$ cat config.mk
export PLATFORM = sky130hd
export DESIGN_NAME = mult_div_unit
export DESIGN_NICKNAME = d
export VERILOG_FILES = /design/src/rtl/mult_div_unit_pkg.sv /design/src/rtl/mult_div_unit_step.sv /design/src/rtl/mult_div_unit.sv
export SDC_FILE = /design/constraint.sdc
export NUM_CORES = 1
export LEC_CHECK = 0
export CAP_MARGIN = 20
export CORE_MARGIN = 3
export CORE_UTILIZATION = 30
export DETAILED_ROUTE_END_ITERATION = 6
export GPL_TIMING_DRIVEN = 0
export SYNTH_ARGS = -nofsm -noshare
export SYNTH_HDL_FRONTEND = slang
export SYNTH_SLANG_ARGS = --single-unit
$ cat constraint.sdc
create_clock -name clk -period 6.8 [get_ports clk]
set_input_delay 2.04 -clock clk [delete_from_list [all_inputs] [get_ports clk]]
set_output_delay 2.04 -clock clk [all_outputs]
set_load 0.05 [all_outputs]
$ cat src/rtl/mult_div_unit_pkg.sv
// rtl/mult_div_unit_pkg.sv - shared op/state encodings and helpers for the mult/div unit
package mult_div_unit_pkg;

    localparam int unsigned MD_WIDTH = 32;
    localparam logic [5:0]  MD_LAST_ITER = 6'd31;

    // Operation encoding, shared with the ALU control decode
    typedef enum logic [1:0] {
        OP_MULT  = 2'b00,
        OP_MULTU = 2'b01,
        OP_DIV   = 2'b10,
        OP_DIVU  = 2'b11
    } md_op_e;

    typedef enum logic [1:0] {
        ST_IDLE = 2'b00,
        ST_CALC = 2'b01,
        ST_FIX  = 2'b10,
        ST_DONE = 2'b11
    } md_state_e;

    // Two's-complement magnitude when neg is set, raw value otherwise
    function automatic logic [MD_WIDTH-1:0] mag(input logic [MD_WIDTH-1:0] v, input logic neg);
        return neg ? (~v + 1'b1) : v;
    endfunction

endpackage

$ cat src/rtl/mult_div_unit_step.sv
// rtl/mult_div_unit_step.sv - one shift-add / restoring shift-subtract iteration
module md_step
    import mult_div_unit_pkg::*;
(
    input  logic                    is_div,
    input  logic [2*MD_WIDTH-1:0]   acc,
    input  logic [MD_WIDTH-1:0]     operand,
    output logic [2*MD_WIDTH-1:0]   acc_next
);

    logic [MD_WIDTH:0]   sum;
    logic [MD_WIDTH:0]   part_rem;
    logic [MD_WIDTH+1:0] diff;

    // Multiply: acc = {partial product, multiplier}; add multiplicand on LSB then shift right with carry.
    // Divide: acc = {remainder, dividend/quotient}; shift left, trial-subtract divisor, restore if negative.
    always_comb begin
        sum      = {1'b0, acc[2*MD_WIDTH-1:MD_WIDTH]} + (acc[0] ? {1'b0, operand} : {(MD_WIDTH+1){1'b0}});
        part_rem = {acc[2*MD_WIDTH-1:MD_WIDTH], acc[MD_WIDTH-1]};
        diff     = {1'b0, part_rem} - {2'b00, operand};
        if (is_div) begin
            if (diff[MD_WIDTH+1]) begin
                acc_next = {part_rem[MD_WIDTH-1:0], acc[MD_WIDTH-2:0], 1'b0};
            end else begin
                acc_next = {diff[MD_WIDTH-1:0], acc[MD_WIDTH-2:0], 1'b1};
            end
        end else begin
            acc_next = {sum, acc[MD_WIDTH-1:1]};
        end
    end

endmodule

$ cat src/rtl/mult_div_unit.sv
// rtl/mult_div_unit.sv - iterative 32-bit multiply/divide unit with HI/LO registers
module mult_div_unit
    import mult_div_unit_pkg::*;
(
    input  logic        clk,
    input  logic        reset,
    input  logic        start,
    input  logic [1:0]  op,
    input  logic [31:0] A,
    input  logic [31:0] B,
    input  logic        write_hi,
    input  logic        write_lo,
    output logic        busy,
    output logic        done,
    output logic        div_by_zero,
    output logic [31:0] HI,
    output logic [31:0] LO
);

    md_state_e   state;
    md_op_e      op_q;
    logic [63:0] acc;
    logic [31:0] operand;
    logic        neg_res;
    logic        neg_rem;
    logic [5:0]  iter;

    logic        signed_op;
    logic        sign_a;
    logic        sign_b;
    logic [31:0] mag_a;
    logic [31:0] mag_b;
    logic        div_q;
    logic [63:0] step_acc;
    logic [31:0] fix_hi;
    logic [31:0] fix_lo;

    // Operand conditioning for the launch cycle
    always_comb begin
        signed_op = ~op[0];
        sign_a    = signed_op & A[31];
        sign_b    = signed_op & B[31];
        mag_a     = mag(A, sign_a);
        mag_b     = mag(B, sign_b);
        div_q     = (op_q == OP_DIV) || (op_q == OP_DIVU);
    end

    md_step u_step (
        .is_div   (div_q),
        .acc      (acc),
        .operand  (operand),
        .acc_next (step_acc)
    );

    // Sign correction of the raw magnitude result
    always_comb begin
        fix_hi = acc[63:32];
        fix_lo = acc[31:0];
        case (op_q)
            OP_MULT, OP_MULTU: begin
                {fix_hi, fix_lo} = neg_res ? (~acc + 64'd1) : acc;
            end
            default: begin
                fix_lo = neg_res ? (~acc[31:0] + 32'd1) : acc[31:0];
                fix_hi = neg_rem ? (~acc[63:32] + 32'd1) : acc[63:32];
            end
        endcase
    end

    // Control FSM, iteration counter and HI/LO registers
    always_ff @(posedge clk or negedge reset) begin
        if (!reset) begin
            state       <= ST_IDLE;
            op_q        <= OP_MULT;
            acc         <= 64'd0;
            operand     <= 32'd0;
            neg_res     <= 1'b0;
            neg_rem     <= 1'b0;
            iter        <= 6'd0;
            busy        <= 1'b0;
            done        <= 1'b0;
            div_by_zero <= 1'b0;
            HI          <= 32'd0;
            LO          <= 32'd0;
        end else begin
            done        <= 1'b0;
            div_by_zero <= 1'b0;
            case (state)
                ST_IDLE: begin
                    if (start) begin
                        op_q    <= md_op_e'(op);
                        neg_res <= sign_a ^ sign_b;
                        neg_rem <= sign_a;
                        iter    <= 6'd0;
                        busy    <= 1'b1;
                        if (op[1] && (B == 32'd0)) begin
                            state       <= ST_DONE;
                            done        <= 1'b1;
                            div_by_zero <= 1'b1;
                        end else begin
                            state   <= ST_CALC;
                            operand <= op[1] ? mag_b : mag_a;
                            acc     <= {32'd0, (op[1] ? mag_a : mag_b)};
                        end
                    end else begin
                        if (write_hi) HI <= A;
                        if (write_lo) LO <= A;
                    end
                end
                ST_CALC: begin
                    acc  <= step_acc;
                    iter <= iter + 6'd1;
                    if (iter == MD_LAST_ITER) state <= ST_FIX;
                end
                ST_FIX: begin
                    HI    <= fix_hi;
                    LO    <= fix_lo;
                    done  <= 1'b1;
                    state <= ST_DONE;
                end
                ST_DONE: begin
                    busy  <= 1'b0;
                    state <= ST_IDLE;
                end
                default: state <= ST_IDLE;
            endcase
        end
    end

endmodule

==> results.sh <==
export IMPL_status="finished with violations"
export IMPL_violations="design-rule violations"
export IMPL_clockRootBuffer="clkbuf_16"
export IMPL_setup_viol=0
export IMPL_synth_cell_types=73
export IMPL_final_common_cell="nor2_1"
export IMPL_end_kind="flip-flop"
export IMPL_dr_pass1_iters=7
export IMPL_wl_met2_mm=26.5
export IMPL_cp_cell_sequence="clkdlybuf4s50_1, nor4_1, nand3b_1, or3_1, nor3_1, nand4b_1, nand3_1, and2_1, clkbuf_1, buf_1, nand2_1, o21ai_0"
export IMPL_dr_first_iter_drc_count=1810
export IMPL_powerDensity_mw_per_mm2=568
export IMPL_synth_edf_count=0
export IMPL_synthCells=1960
export IMPL_arrival_ns=6.30
export IMPL_m1WireLength_mm=28.5
export IMPL_routedWlPerCell_um=22.1
export IMPL_finalNetCount=2262
export IMPL_synth_seq_cells=174
export IMPL_synth_seq_area_share=0.289
export IMPL_cp_top_family="simple AND/OR/NAND/NOR gates"
export IMPL_core_mm2=0.0493
export IMPL_place_gp_congestion=0.974
export IMPL_total_power_mw=10.2
export IMPL_hold_viol_final=0
export IMPL_cts_repair_resized=0
export IMPL_layout_common_cells="241 x nor2_1, 217 x nand2_1, 197 x a21oi_1"
export IMPL_ctsHtreeMaxLevel=4
export IMPL_dieWidth_um=230
export IMPL_cts_setup_buffers=0
export IMPL_skew_ns=0.0136
export IMPL_netlist_area_mm2=0.0151
export IMPL_io_buffer_count=136
export IMPL_drt_total_wl_mm=61.8
export IMPL_synthFlopType="dfrtp_1"
export IMPL_grt_first_pass_wirelength_mm=92.8
export IMPL_route_met3_wl_mm=4.63
export IMPL_worstHoldPathType="reg2reg"
export IMPL_drc=9
export IMPL_maxCapViolCount=0
export IMPL_gr_total_overflow=0
export IMPL_synth_nets=2106
export IMPL_grt_max_degree=112
export IMPL_avgViaCountPerCell=5.60
export IMPL_critPathLaunchType="input port"
export IMPL_maxSlewViolCount=0
export IMPL_track_usage=0.228
export IMPL_p_leak_nw=7.44
export IMPL_ant_nets=0
export IMPL_crit_slowest_cell="buf_1"
export IMPL_diodes=0
export IMPL_num_rows=81
export IMPL_critPathBufInv=3
export IMPL_start_util=0.306
export IMPL_dp_hpwl_mm=49.3
export IMPL_holdBufCountCts=0
export IMPL_min_period_ns=5.96
export IMPL_ios=138
export IMPL_relSlewSlack=0.335
export IMPL_area_growth_pct=18.9
export IMPL_clk_latency_ns=0.46
export IMPL_worst_pin_slew_ns=0.998
export IMPL_cts_num_sinks=174
export IMPL_peakVddDrop_v=0.000232
export IMPL_required_ns=7.14
export IMPL_routed_top_layer="met5"
export IMPL_die_area_mm2=0.0529
export IMPL_cts_buffers=17
export IMPL_worstSetupPathType="in2reg"
export IMPL_rsz0062_at_grt="false"
export IMPL_antenna_found_initial=1
export IMPL_fmax_mhz=168
export IMPL_clk_pin_slew_ns=0.07
export IMPL_die_h_um=230
export IMPL_yosys_warnings=0
export IMPL_instances_no_fill=2793
export IMPL_postSynthAreaPerCell_um2=7.68
export IMPL_grt_pass1_vias=14900
export IMPL_crit_fanout=10
export IMPL_fin_setup_tns_ns=0
export IMPL_num_vias=15600
export IMPL_slowest_delay_ns=0.69
export IMPL_clock_tree_buffer_depth=2
export IMPL_cts_tree="done"
export IMPL_timing_final_crit_share=0.876
export IMPL_drive_gt1_frac=0.0376
export IMPL_async_reset_ff_frac=1.00
export IMPL_post_place_cells=2761
## logic make-up (layout without fill, tap and decap cells)
logic type,count (synthesis),after routing,share of synthesized area
buffers and inverters,181,350,0.0459
AND/OR/NAND/NOR,654,654,0.196
flip-flops,174,174,0.289
AO/OA/AOI/OAI,640,640,0.260
multiplexers,64,64,0.0449
XOR/XNOR,172,172,0.100
adder cells (fa/ha/maj),75,75,0.0633
## per-layer routing
metal | vias to the layer above | global-route usage
li1 | 7293 | -
met1 | 7576 | 0.322
met2 | 681 | 0.346
met3 | 95 | 0.0403
met4 | 2 | 0.0861
met5 | - | 0
## metrics by stage
step	util	setup WS (ns)	cell area, um2	hold WS (ns)
6_report	0.364	0.842	17900	0.479
5_1_grt	0.364	0.530	17900	0.490
4_1_cts	0.364	0.912	17900	0.480
3_5_place_dp	0.351	0.447	17300	0.465
3_3_place_gp	0.350	-3.94	17300	0.464
2_1_floorplan	-	2.16	15100	0.450
## sequential cells by signal, summed over array words and instances (netlist names)
register	flops
acc	64
HI	32
LO	32
operand	32
iter	6
state	2
busy	1
div_by_zero	1
done	1
neg_rem	1
neg_res	1
op_q	1
## worst paths after layout
path	slack (ns)	end	cells past startpoint	from
min reg2reg	0.48	LO[10]	1	LO[10]
max	0.84	acc[57]	12	B[2]
max reg2reg	1.92	acc[61]	15	acc[0]
max in group asynchronous	4.27	iter[1]	2	reset
min in group asynchronous	1.51	LO[24]	1	reset
min	0.48	LO[10]	1	LO[10]
## cells in the mapped netlist, types with 20 or more instances
master / number / area share
ha_1: 73 / 0.061
o31ai_1: 22 / 0.011
nand3_1: 25 / 0.0083
o21ai_0: 190 / 0.063
nand2_1: 217 / 0.054
inv_1: 64 / 0.016
a21oi_1: 197 / 0.065
dfrtp_1: 174 / 0.29
xnor2_1: 84 / 0.049
nor3_1: 34 / 0.011
nand2b_1: 20 / 0.0083
nor2_1: 241 / 0.060
a31oi_1: 23 / 0.0096
mux2_2: 29 / 0.022
a21o_1: 54 / 0.027
clkbuf_1: 102 / 0.025
a211oi_1: 45 / 0.022
xor2_1: 88 / 0.051
mux2i_1: 35 / 0.023
## worst register-to-register path, stage by stage, from the launching register on
cell	delay (ns)
dfrtp_1	0.55
inv_1	0.26
clkbuf_1	0.47
nor2_1	0.12
ha_1	0.29
clkbuf_1	0.33
nand4_1	0.23
or4_1	0.51
a21o_1	0.19
and2_1	0.19
o221ai_1	0.43
a221oi_1	0.27
o22ai_1	0.38
nor4_1	0.10
o41ai_1	0.37
nand2_1	0.08
## power breakdown
group | switching (mW) | internal [mW] | total [mW]
Clock | 0.459 | 0.637 | 1.10
Combinational | 4.49 | 2.48 | 6.97
Sequential | 0.586 | 1.52 | 2.11
## final cells by class
cell class | instances | area [um2]
clock buffer | 23 | 468
tap | 664 | 831
timing repair buffer | 137 | 1390
clock inverter | 9 | 158
multi-input combinational | 1605 | 10000
buffer | 116 | 448
sequential | 174 | 4350
inverter | 65 | 244
fill | 5192 | 31300
Note: power is estimated with default switching activity, not from simulation.
